--- src/rtl/multimode_ring_counter_if.sv ---
// rtl/multimode_ring_counter_if.sv - control and status bundle for the ring/Johnson counter
interface multimode_ring_counter_if #(
    parameter int WIDTH = 4
);
    localparam int STEP_W = $clog2(2 * WIDTH);

    logic              en;
    logic              mode;
    logic              dir;
    logic              load;
    logic [WIDTH-1:0]  load_val;
    logic [WIDTH-1:0]  out;
    logic [STEP_W-1:0] step;
    logic              wrap;
    logic              illegal;

    modport master (
        output en, mode, dir, load, load_val,
        input  out, step, wrap, illegal
    );

    modport slave (
        input  en, mode, dir, load, load_val,
        output out, step, wrap, illegal
    );
endinterface

--- src/rtl/multimode_ring_counter.sv ---
// rtl/multimode_ring_counter.sv - ring / Johnson shift counter with step index, wrap pulse and self-correction
module multimode_ring_counter #(
    parameter int               WIDTH        = 4,
    parameter logic [WIDTH-1:0] SEED         = {{(WIDTH-1){1'b0}}, 1'b1},
    parameter bit               SELF_CORRECT = 1'b1
) (
    input  logic                     clk,
    input  logic                     reset,
    multimode_ring_counter_if.slave  bus
);
    localparam int STEP_W = $clog2(2 * WIDTH);

    logic [WIDTH-1:0]  out_q, out_d;
    logic [STEP_W-1:0] step_q, step_d;
    logic              wrap_q, wrap_d;

    logic [WIDTH-2:0]  edges;
    logic              illegal;
    logic              feedback;
    logic [WIDTH-1:0]  shifted;
    logic [STEP_W-1:0] last_step;

    // Legality: ring needs exactly one hot bit; Johnson allows at most one 0/1 boundary.
    always_comb begin
        edges = out_q[WIDTH-1:1] ^ out_q[WIDTH-2:0];
        if (bus.mode) begin
            illegal = ($countones(edges) > 1);
        end else begin
            illegal = ($countones(out_q) != 1);
        end
    end

    // One step of the sequence in the requested direction; Johnson inverts the wrapped bit.
    always_comb begin
        if (bus.dir) begin
            feedback = out_q[WIDTH-1] ^ bus.mode;
            shifted  = {out_q[WIDTH-2:0], feedback};
        end else begin
            feedback = out_q[0] ^ bus.mode;
            shifted  = {feedback, out_q[WIDTH-1:1]};
        end
        last_step = bus.mode ? STEP_W'(2 * WIDTH - 1) : STEP_W'(WIDTH - 1);
    end

    // Next state: load > correction > advance > hold (reset handled in the register).
    always_comb begin
        out_d  = out_q;
        step_d = step_q;
        wrap_d = 1'b0;
        if (bus.load) begin
            out_d  = bus.load_val;
            step_d = '0;
        end else if (SELF_CORRECT && illegal) begin
            out_d  = SEED;
            step_d = '0;
        end else if (bus.en) begin
            out_d = shifted;
            if (step_q >= last_step) begin
                step_d = '0;
                wrap_d = 1'b1;
            end else begin
                step_d = step_q + STEP_W'(1);
            end
        end
    end

    // State registers with synchronous active-high reset.
    always_ff @(posedge clk) begin
        if (reset) begin
            out_q  <= SEED;
            step_q <= '0;
            wrap_q <= 1'b0;
        end else begin
            out_q  <= out_d;
            step_q <= step_d;
            wrap_q <= wrap_d;
        end
    end

    assign bus.out     = out_q;
    assign bus.step    = step_q;
    assign bus.wrap    = wrap_q;
    assign bus.illegal = illegal;
endmodule

--- src/flat_wrapper.sv ---
// flat-port wrapper written by rule: the top's interface ports become plain ports
module multimode_ring_counter_flat 
#(
    parameter int               WIDTH        = 4,
    parameter logic [WIDTH-1:0] SEED         = {{(WIDTH-1){1'b0}}, 1'b1},
    parameter bit               SELF_CORRECT = 1'b1
)
  (clk, reset, bus_en, bus_mode, bus_dir, bus_load, bus_load_val, bus_out, bus_step, bus_wrap, bus_illegal);
  multimode_ring_counter_if #(.WIDTH(WIDTH)) bus_i ();
  input  logic clk;
  input  logic reset;
  input wire logic [$bits(bus_i.en)-1:0] bus_en;
  input wire logic [$bits(bus_i.mode)-1:0] bus_mode;
  input wire logic [$bits(bus_i.dir)-1:0] bus_dir;
  input wire logic [$bits(bus_i.load)-1:0] bus_load;
  input wire logic [$bits(bus_i.load_val)-1:0] bus_load_val;
  output wire logic [$bits(bus_i.out)-1:0] bus_out;
  output wire logic [$bits(bus_i.step)-1:0] bus_step;
  output wire logic [$bits(bus_i.wrap)-1:0] bus_wrap;
  output wire logic [$bits(bus_i.illegal)-1:0] bus_illegal;
  assign bus_i.en = bus_en;
  assign bus_i.mode = bus_mode;
  assign bus_i.dir = bus_dir;
  assign bus_i.load = bus_load;
  assign bus_i.load_val = bus_load_val;
  assign bus_out = bus_i.out;
  assign bus_step = bus_i.step;
  assign bus_wrap = bus_i.wrap;
  assign bus_illegal = bus_i.illegal;
  multimode_ring_counter #(.WIDTH(WIDTH), .SEED(SEED), .SELF_CORRECT(SELF_CORRECT)) u_core (.clk(clk), .reset(reset), .bus(bus_i));
endmodule
--- config.mk ---
export PLATFORM = sky130hd
export DESIGN_NAME = multimode_ring_counter_flat
export DESIGN_NICKNAME = d
export VERILOG_FILES = /design/src/rtl/multimode_ring_counter_if.sv /design/src/rtl/multimode_ring_counter.sv /design/src/flat_wrapper.sv
export SDC_FILE = /design/constraint.sdc
export NUM_CORES = 1
export LEC_CHECK = 0
export CORE_AREA = 2 2 39 41
export CTS_CLUSTER_DIAMETER = 120
export DETAILED_ROUTE_END_ITERATION = 8
export DIE_AREA = 0 0 41 43
export DONT_BUFFER_PORTS = 1
export GPL_ROUTABILITY_DRIVEN = 0
export PLACE_DENSITY = 0.55
export SYNTH_ARGS = -nofsm -noshare
export SYNTH_HDL_FRONTEND = slang
export SYNTH_SLANG_ARGS = --single-unit
--- constraint.sdc ---
create_clock -name clk -period 2.99 [get_ports clk]
set_clock_uncertainty 0.05 [all_clocks]
set_input_delay 0.299 -clock clk [delete_from_list [all_inputs] [get_ports clk]]
set_output_delay 0.299 -clock clk [all_outputs]
set_load 0.02 [all_outputs]
==> run summary, run 1 <==
The quantity of I/O buffers inserted on ports works out to 0. The number of buffers and inverters on the critical path is 0. The flow ran to the end, and the final reports show no timing, DRC or antenna violations.

The root buffer cell chosen for the clock tree is sky130_fd_sc_hd__clkbuf_4. The total overflow left after global routing is 0. The die covers 1760 um2.

The maximum count of clock buffers along a single path was 2; the first-pass detailed-route iteration total was 4. Wires add up to 1.18 mm. The fraction of the cycle the final worst path needs is 88.1%. The pin slew with the least headroom to its limit was 0.572 ns; the mean area per synthesized cell was 8.87 um2. Dividing the detail-routed wire length by the instance count gives 14.0 um. 19 I/O pins were placed. After floorplanning, the core was divided into 14 placement rows. At the later pin of the worst-skew pair, clock insertion delay measures 0.25 ns. The terminating pin of the worst hold path was u_core.bus.out[1]. The post-CTS resize count was 0. The number of storage elements in the synthesis netlist came out at 8. The count of nets left with antenna violations once routing finished came out at 0. Area overhead of the layout relative to synthesis: 9.98%. Setup repair after global routing left no endpoint under its margin.

The net count of the finished layout is 87. For this design the static power due to leakage is 0.270 nW. The tools report the number of hold-slack violations in the final timing report as 0. Type of the setup path with the least slack: register to register. The region available for standard cell placement spans 1380 um2. In this run the critical register-to-register path is captured at u_core.bus.out[0]. The tools report the top achievable clock speed as 379 MHz. The run gives 0 as the cts-stage hold buffer count. Count of warnings emitted by yosys: 0. The number of levels the H-tree was split into was 1; the sequential area share after synthesis was 27.8%. The tools report the nature of the critical path startpoint as a register. The run gives 0 as the total inserted antenna cells. For this run, asynchronously set or reset flops after synthesis account for 0%. The detailed router finished its first iteration with 11 violations. The arrival time of the worst setup path came out at 2.72 ns. The number of global-route vias before repair was 462; the delay of the slowest cell on the worst path was 0.45 ns. Along the worst path, the maximum fanout reaches 7. Filler-free cell count of the finished design: 84. Clock-pin slew was measured on the worst setup and hold paths at 0.05 ns. The floorplan step set the die height to 43 um. Among the stages of the critical path, the cell type that occurs most often is sky130_fd_sc_hd__ha_1. Class of the tightest hold or removal check: primary input to register. In this run the number of cells on the critical path is 7. Total half-perimeter wirelength after legalization and detailed placement: 901 um.

The synthesized design contains 0 enable-type register cells. The clock period minus final worst setup slack is 2.64 ns, and the worst slew margin relative to its limit is 61.7%. In this run the register-to-register setup slack is 0.35 ns. The initial antenna violation count is 0, and the initial standard-cell utilization of the core is 41.7%. The tools report the summed instance area of the synthesized netlist as 577 um2. The synthesized instance count came out at 65. The signal on the critical path passes through ha_1 -> ha_1 -> fa_1 -> nor4b_2 -> a31oi_2 -> or3_1 -> a221o_1. Counting the buffers created by CTS gives 3. For the total of max-cap violations, the log shows 0. The number of cell instances on the worst register-to-register path was 7; the final count of pins violating max slew was 0. Across the VDD grid, the largest voltage drop is 0.195 mV.

Among all stages on the critical path, the largest delay is contributed by sky130_fd_sc_hd__fa_1. TritonCTS built the clock tree. When the netlist entered floorplanning its net count stood at 82. The run gives 0 as the post-CTS repair timing setup buffer count. For this run, the total global-route usage over all layers was measured as 16.2%. For the worst setup path, the data required time is 3.08 ns. The tools report the critical path endpoint category as a register. The worst hold path begins at reset.

The die is 41 um wide. Setup violations remaining at the end of the flow were counted as 0. The worst hold path cell count was 1.

Most used flip-flop cell after synthesis: sky130_fd_sc_hd__dfxtp_1. The fraction of final layout cells with drive strength greater than 1 is 13.2%, and the total negative setup slack is 0 ns. The count of unique library cells instantiated by Yosys is 30, and the total number of vias is 489. Using the TritonRoute via totals, the vias-per-cell ratio works out to 5.82.

The kind of cell adding the most delay to the critical path was adder cells. The first global-routing pass estimated 1.95 mm of wire. The number of placed cells counting well taps was 81. The run gives 0 as the remaining design rule violation count. The tools report the largest net degree at the start of global routing as 14.

The power per cell area is 460 nW/um2. The tools report the number of clock sinks seen by CTS as 8. The worst register-to-register path begins at u_core.bus.out[2].
-- cell usage after synthesis, drive strengths merged, types with 2 or more instances --
master / n / area share [%]
dfxtp: 8 / 28
nor4b: 2 / 4.1
mux2i: 3 / 5.2
nor2: 2 / 1.3
nor3: 4 / 3.5
a21oi: 6 / 5.2
buf: 2 / 1.3
a31oi: 2 / 3.3
ha: 6 / 13
inv: 4 / 2.6
clkbuf: 2 / 1.3
a2111o: 2 / 3.9
xor2: 2 / 3.0
nand2: 6 / 3.9
-- registers in the layout, summed over array words and instances (netlist names) --
signal	cells
u_core.bus.wrap	1
u_core.bus.step	3
u_core.bus.out	4
-- worst max-delay path by stage --
stage,slack [ns],start,to
CTS,0.35,u_core.bus.out[2],u_core.bus.out[0]
detailed placement,0.37,u_core.bus.out[2],u_core.bus.out[0]
global route,0.21,u_core.bus.out[2],u_core.bus.out[0]
floorplan,0.27,u_core.bus.out[2],u_core.bus.out[0]
finish,0.35,u_core.bus.out[2],u_core.bus.out[0]
global placement,0.39,u_core.bus.out[2],u_core.bus.out[0]
-- where the power goes --
group,total (mW),internal (mW),switching [mW],leakage [nW]
Combinational,0.0927,0.0403,0.0524,0.191
Clock,0.0806,0.0458,0.0348,0.0138
Sequential,0.118,0.113,0.00561,0.0653
Total,0.292,0.199,0.0927,0.270
-- layout by cell type (no fill, tap or decap), drive strengths merged, types with 2 or more instances in the layout --
cell and instances:
a21oi 6, nand2 6, dfxtp 8, inv 4, ha 6, buf 4
nor3 4, nor4b 2, mux2i 3, xor2 2, a31oi 2, nor2 2
clkbuf 3, a2111o 2
-- logic make-up after synthesis --
family / Yosys count / synth area share, %
xor+xnor: 3 / 4.56
flops: 8 / 27.8
mux: 3 / 5.21
compound gates: 17 / 22.6
simple gates: 19 / 18.2
buf+inv: 8 / 5.21
fa+ha+maj: 7 / 16.5
-- routing by layer --
layer  share of wire (%)  vias up  wire, um  track usage [%]
met2                  41       19       482             21.6
li1                    -      247         -                -
met1                  48      221       562             21.8
met4                0.85        0        10             8.00
met3                  11        2       124             6.81
met5                   0        -         0                0
-- metrics by stage --
stage | worst slack [ns] | hold WS [ns] | power [mW] | util, % | cell area (um2)
after floorplan | 0.267 | 0.389 | 0.198 | - | 577
after global placement | 0.393 | 0.319 | 0.213 | 44.2 | 612
after detailed placement | 0.366 | 0.321 | 0.213 | 44.2 | 612
after CTS | 0.345 | 0.0540 | 0.297 | 45.8 | 634
after global routing | 0.210 | 0.0458 | 0.314 | 45.8 | 634
final | 0.354 | 0.0620 | 0.292 | 45.8 | 634
-- final cells by class --
class,instances,area (um2)
Clock buffer,3,22.5
Sequential cell,8,160
Tap cell,16,20.0
Timing Repair Buffer,4,30.0
Multi-Input combinational cell,49,387
Inverter,4,15.0
Fill cell,144,749
-- worst register-to-register path, delay by kind of cell, from the launching register on --
family,cells,cell delay (ns)
AOI/OAI and AO/OA,2,0.46
adders and majority gates,3,0.98
DFF,1,0.32
and+or+nand+nor,2,0.73
(Power assumes the default switching activity.)
==> run 2, diff against run 1 <==
--- a/config.mk
+++ b/config.mk
@@ -7,11 +7,12 @@
 export LEC_CHECK = 0
 export CORE_AREA = 2 2 39 41
 export CTS_CLUSTER_DIAMETER = 120
+export CTS_CLUSTER_SIZE = 12
 export DETAILED_ROUTE_END_ITERATION = 8
 export DIE_AREA = 0 0 41 43
 export DONT_BUFFER_PORTS = 1
 export GPL_ROUTABILITY_DRIVEN = 0
-export PLACE_DENSITY = 0.55
+export PLACE_DENSITY = 0.66
 export SYNTH_ARGS = -nofsm -noshare
 export SYNTH_HDL_FRONTEND = slang
 export SYNTH_SLANG_ARGS = --single-unit
==> run 2 against run 1 <==
First-iteration DRC count down 27%. Die area unchanged. Non-clock buffer count unchanged. Clock power grew 4.3%. Largest power group unchanged. Flip-flop and latch count did not move.
==> run summary, run 2 (same netlist as run 1, synthesis figures left out) <==
The logs give 562 um (+17%) for the wire length on met2 and 0.0555 ns (-0.00648 ns) for the minimum hold slack. For the total negative setup slack, the log shows 0 ns (unchanged). The logs give 0 (unchanged) for the initial antenna violation count and 636 um (+13%) for the met1 wire length.

The logs give 14 (unchanged) for the row count and 41.7% (unchanged) for the initial standard-cell utilization of the core. The clock period minus final worst setup slack is 2.66 ns (+0.0240 ns), and the area of the core is 1380 um2 (unchanged). Signal routing reaches up to met4.

The number of placed cells counting well taps is 81 (unchanged). The number of fillers in the final layout is 139 (-3.5%). The post-CTS repair timing setup buffer count is 0 (unchanged). TritonCTS built the clock tree. The critical path endpoint category is a register. The tools report the total inserted antenna cells as 0 (unchanged). The critical path is of the register to register type.

The tools report the die footprint as 1760 um2 (unchanged). The remaining design rule violation count is 0 (unchanged). The run gives 8 (-3) as the starting DRC count in detailed routing. Pin slew with the least headroom to its limit: 0.556 ns (-0.0164 ns). The tools report the combinational share of power as 31.8% (about the same). The routed length per instance was 15.4 um (+9.4%); the switching power total was 0.0971 mW (+4.7%). The tools report the clock tree root driver cell as sky130_fd_sc_hd__clkbuf_4. The final net count is 87 (unchanged), and the die outline width is 41 um (unchanged). The number of hold-slack violations in the final timing report came out at 0 (unchanged). For the overall fraction of global-route tracks in use, the log shows 17.7% (+1.5 points). The tools report the number of levels the H-tree was split into as 1 (unchanged).

The required time of the critical path was 3.08 ns (about the same). The via-per-instance ratio is 6.07 (+4.3%), and the routed wire length is 1.29 mm (+9.4%). The quantity of I/O buffers inserted on ports is 0 (unchanged). The portion of total power attributed to sequential cells was 39.8% (-0.8 points).

The vertical die dimension came out at 43 um (unchanged). For the final count of pins violating max slew, the log shows 0 (unchanged). The filler-free cell count of the finished design is 84 (unchanged).

Top achievable clock speed: 376 MHz (-0.90%). The largest net degree at the start of global routing was 14 (unchanged). The area overhead of the layout relative to synthesis works out to 9.98% (unchanged).

The arrival time of the worst setup path was 2.75 ns (+0.03 ns). The tools report the first-pass detailed-route iteration total as 4 (unchanged). The clock insertion delay at the later pin of the skew report is 0.26 ns (about the same). The fraction of power spent switching nets was 32.7% (+0.94 points). The number of clock sinks seen by CTS came out at 8 (unchanged). The leakage component of the power was 0.270 nW (unchanged). Leaving out fill and tap cells, the most frequent cells in the layout are sky130_fd_sc_hd__dfxtp_1, sky130_fd_sc_hd__nand2_1, sky130_fd_sc_hd__a21oi_1, sky130_fd_sc_hd__ha_1. The maximum count of clock buffers along a single path came out at 2 (unchanged). For the total of max-cap violations, the log shows 0 (unchanged). The final setup violation count is 0 (unchanged). Class of the tightest hold or removal check: primary input to register. For the portion of total power attributed to the clock network, the log shows 28.4% (+0.8 points). The fraction of the cycle the final worst path needs came out at 88.9% (+0.80 points). The power per cell area is 468 nW/um2 (+1.7%). The worst slew margin relative to its limit was 62.8% (+1.1 points); the clock slew seen by the registers of the worst setup and hold paths was 0.06 ns (about the same). The tools report the post-route antenna net violation count as 0 (unchanged). For the total number of vias, the log shows 510 (+4.3%). The worst setup path is launched from a register. The tools report the first-pass GRT wire length as 2.12 mm (+8.5%). The fraction of final layout cells with drive strength greater than 1 was 13.2% (unchanged).

The run gives 63 um (-49%) as the met3 wire length. The post-CTS resize count was 0 (unchanged); the total half-perimeter wirelength after legalization and detailed placement was 1.01 mm (+12%). I/O pin total: 19 (unchanged). The tools report the cell-internal power as 0.199 mW (+0.33%).

The critical-path maximum fanout was 7 (unchanged). The most common cell after layout, fill and taps aside was sky130_fd_sc_hd__dfxtp_1. The number of flip-flops under the largest register name came out at 4 (unchanged). Setup repair after global routing left no endpoint under its margin.

The overall overflow remaining after global route is 0 (unchanged), and the cts-stage hold buffer count is 0 (unchanged). The run gives 0.297 mW (+1.7%) as the final total power. The run finished with clean final reports.

The run gives 0.233 mV (+20%) as the maximum resistive drop on vdd. The tools report the clock buffer count from CTS as 3 (unchanged). The number of global-route vias before repair came out at 467 (+1.1%).
run 2: worst paths after layout:
path	from	to	slack [ns]	cells past startpoint
hold / removal	reset	u_core.bus.out[2]	0.06	1
setup reg to reg	u_core.bus.out[2]	u_core.bus.out[0]	0.33	7
hold reg to reg	u_core.bus.out[3]	u_core.bus.out[3]	0.59	3
setup / recovery	u_core.bus.out[2]	u_core.bus.out[0]	0.33	7
run 2: stage by stage:
step / utilization (%) / area [um2] / setup slack, ns
after detailed placement: 44.2 / 612 / 0.320
final: 45.8 / 634 / 0.330
after global placement: 44.2 / 612 / 0.389
after floorplan: - / 577 / 0.267
after CTS: 45.8 / 634 / 0.308
after global routing: 45.8 / 634 / 0.207
run 2: worst max-delay path, stage by stage (launching register included):
cell	delay, ns
sky130_fd_sc_hd__dfxtp_1	0.31
sky130_fd_sc_hd__ha_1	0.32
sky130_fd_sc_hd__ha_1	0.23
sky130_fd_sc_hd__fa_1	0.45
sky130_fd_sc_hd__nor4b_2	0.32
sky130_fd_sc_hd__a31oi_2	0.16
sky130_fd_sc_hd__or3_1	0.41
sky130_fd_sc_hd__a221o_1	0.30
run 2: per-layer routing:
metal	track usage [%]	vias to the layer above
met5	0	-
met4	10.0	0
met3	6.28	4
met2	22.8	10
met1	24.7	245
li1	-	251
run 2: cell type report:
| cell class | instances | area, um2 | area share [%] |
|---|---|---|---|
| tap | 16 | 20.0 | 3.16 |
| clock buffer | 3 | 22.5 | 3.55 |
| sequential | 8 | 160 | 25.2 |
| timing repair buffer | 4 | 30.0 | 4.73 |
| multi-input combinational | 49 | 387 | 60.9 |
| inverter | 4 | 15.0 | 2.37 |
run 2: power groups by stage:
stage | Clock [mW] | Combinational [mW] | Sequential (mW)
after floorplan | 0 | 0.0681 | 0.130
after global placement | 0 | 0.0920 | 0.120
after detailed placement | 0 | 0.0944 | 0.120
after CTS | 0.0846 | 0.0959 | 0.118
after global routing | 0.0900 | 0.106 | 0.119
final | 0.0841 | 0.0944 | 0.118
==> run 3, diff against run 2 <==
--- a/config.mk
+++ b/config.mk
@@ -12,7 +12,9 @@
 export DIE_AREA = 0 0 41 43
 export DONT_BUFFER_PORTS = 1
 export GPL_ROUTABILITY_DRIVEN = 0
+export MAX_ROUTING_LAYER = met4
 export PLACE_DENSITY = 0.66
+export RECOVER_POWER = 50
 export SYNTH_ARGS = -nofsm -noshare
 export SYNTH_HDL_FRONTEND = slang
 export SYNTH_SLANG_ARGS = --single-unit
==> run 3 against run 2 <==
Register-to-register slack hardly changed. Non-clock buffer count did not move. Die area is the same. Critical path type unchanged. Highest routed layer unchanged.
==> run summary, run 3 (same netlist as run 1, synthesis figures left out) <==
The run finished with clean final reports. Initial antenna violation count: 0 (unchanged). The run gives 0 (unchanged) as the number of hold-slack violations in the final timing report.

Final net count: 87 (unchanged). The post-route antenna net violation count is 0 (unchanged). The overall overflow remaining after global route is 0 (unchanged).

The final setup violation count is 0 (unchanged), and the pin slew with the least headroom to its limit is 0.555 ns (-0.000808 ns). The row count is 14 (unchanged), and the starting DRC count in detailed routing is 10 (+2). The run gives 507 (-0.59%) as the total number of vias. The combinational share of power came out at 30.8% (-1.0 points). The number of flip-flops under the largest register name came out at 4 (unchanged). The portion of total power attributed to sequential cells was 40.4% (+0.6 points); the first-pass detailed-route iteration total was 4 (unchanged). The arrival time of the worst setup path is 2.75 ns (about the same).

The logs give 0 (unchanged) for the post-CTS resize count and 1.28 mm (-0.70%) for the routed wire length. Die footprint: 1760 um2 (unchanged). STA classifies the critical path startpoint as a register. The total negative setup slack was 0 ns (unchanged). Fraction of the cycle the final worst path needs: 88.8% (-0.16 points). The run gives 2.12 mm (unchanged) as the first-pass GRT wire length. Initial standard-cell utilization of the core: 41.7% (unchanged). The clock insertion delay at the later pin of the skew report was 0.26 ns (about the same); the vertical die dimension was 43 um (unchanged).

Setup repair after global routing left no endpoint under its margin. The root buffer cell chosen for the clock tree is sky130_fd_sc_hd__clkbuf_4. The tools report the total half-perimeter wirelength after legalization and detailed placement as 1.01 mm (unchanged).

The tools report the overall fraction of global-route tracks in use as 18.2% (+0.44 points). The clock buffer count from CTS was 3 (unchanged). The logs give 0 (unchanged) for the total inserted antenna cells and 0 (unchanged) for the total of max-cap violations. The summed area of non-filler cells in the final layout was 619 um2 (-2.4%); the number of global-route vias before repair was 467 (unchanged). The post-CTS repair timing setup buffer count came out at 0 (unchanged).

The logs give 8 (unchanged) for the number of clock sinks seen by CTS and 0.232 mV (-0.42%) for the maximum resistive drop on vdd. The run gives 3.09 ns (about the same) as the required time of the critical path. The routed length per instance was 15.3 um (-0.70%); the clock period minus final worst setup slack was 2.65 ns (-0.00474 ns). For the cell-internal power, the log shows 0.195 mW (-2.1%).

The quantity of I/O buffers inserted on ports is 0 (unchanged). The via-per-instance ratio works out to 6.04 (-0.59%). The logs give 377 MHz (+0.18%) for the top achievable clock speed and 19 (unchanged) for the I/O pin total. The fraction of final layout cells with drive strength greater than 1 works out to 7.35% (-5.9 points). Class of the tightest hold or removal check: primary input to register. The run gives 0.34 ns (about the same) as the register-to-register setup slack. The worst slew margin relative to its limit is 62.9% (about the same), and the number of cell instances on the worst register-to-register path is 7 (unchanged). The final core area utilization was 44.8% (-1.1 points); the number of levels the H-tree was split into was 1 (unchanged). Critical-path maximum fanout: 7 (unchanged). The tools report the minimum hold slack as 0.0554 ns (-0.0000640 ns). For the portion of total power attributed to the clock network, the log shows 28.8% (+0.4 points). The remaining design rule violation count came out at 0 (unchanged). The fraction of power spent switching nets is 33.1% (+0.39 points), and the cts-stage hold buffer count is 0 (unchanged). TritonCTS built the clock tree. The final count of pins violating max slew was 0 (unchanged); the die outline width was 41 um (unchanged).

The post-place instance area came out at 612 um2 (unchanged). The largest net degree at the start of global routing was 14 (unchanged). Most common cell after layout, fill and taps aside: sky130_fd_sc_hd__dfxtp_1.

The leakage component of the power came out at 0.255 nW (-5.7%). Worst hold path cell count: 1 (unchanged). For the switching power total, the log shows 0.0968 mW (-0.34%).

The clock slew seen by the registers of the worst setup and hold paths is 0.06 ns (about the same). The power per cell area came out at 472 nW/um2 (+0.86%). The maximum count of clock buffers along a single path was 2 (unchanged); the area overhead of the layout relative to synthesis was 7.38%. The critical path endpoint category was a register.

The area of the core is 1380 um2 (unchanged). The type of the setup path with the least slack is register to register. The top cell types in the final layout, fill and taps aside, are sky130_fd_sc_hd__dfxtp_1, sky130_fd_sc_hd__nand2_1, sky130_fd_sc_hd__a21oi_1, sky130_fd_sc_hd__ha_1.
==> run 3: changes by cell type in the layout (fill, tap and decap cells not counted) <==
cell,delta
sky130_fd_sc_hd__buf_4,-4
sky130_fd_sc_hd__clkbuf_1,+4
==> run 3: cell type report <==
class	count	area, um2
clock buffer	3	22.5
multi-input combinational	49	387
tap	16	20.0
inverter	4	15.0
timing repair buffer	4	15.0
sequential	8	160
fill	142	764
==> run 3: through the flow <==
step / std cells / total power, mW / worst slack [ns]
final: 84 / 0.292 / 0.335
after global routing: 84 / 0.311 / 0.208
after CTS: 84 / 0.299 / 0.308
after detailed placement: 81 / 0.215 / 0.320
after global placement: 81 / 0.212 / 0.389
after floorplan: 65 / 0.198 / 0.267
==> run 3: worst max-delay path, stage by stage, from the launching register on <==
cell and delay (ns):
sky130_fd_sc_hd__dfxtp_1 0.31, sky130_fd_sc_hd__ha_1 0.32, sky130_fd_sc_hd__ha_1 0.23, sky130_fd_sc_hd__fa_1 0.45, sky130_fd_sc_hd__nor4b_2 0.32, sky130_fd_sc_hd__a31oi_2 0.16, sky130_fd_sc_hd__or3_1 0.41, sky130_fd_sc_hd__a221o_1 0.30
==> run 3: worst paths after layout <==
path | start | endpoint
hold / removal | reset | u_core.bus.out[2]
setup / recovery | u_core.bus.out[2] | u_core.bus.out[0]
setup reg to reg | u_core.bus.out[2] | u_core.bus.out[0]
hold reg to reg | u_core.bus.step[2] | u_core.bus.step[2]
==> run 3: power groups by stage <==
stage / clock network (mW) / registers (mW) / logic [mW]
finish: 0.0841 / 0.118 / 0.0900
global route: 0.0900 / 0.119 / 0.102
CTS: 0.0846 / 0.118 / 0.0959
detailed placement: 0 / 0.120 / 0.0944
global placement: 0 / 0.120 / 0.0920
floorplan: 0 / 0.130 / 0.0681
==> run 3: routing by layer <==
layer | up-vias | track usage [%] | share of wire [%]
met5 | - | - | 0
li1 | 251 | - | -
met2 | 12 | 22.8 | 43
met1 | 240 | 24.7 | 48
met4 | 0 | 10.0 | 2.3
met3 | 4 | 6.28 | 5.9
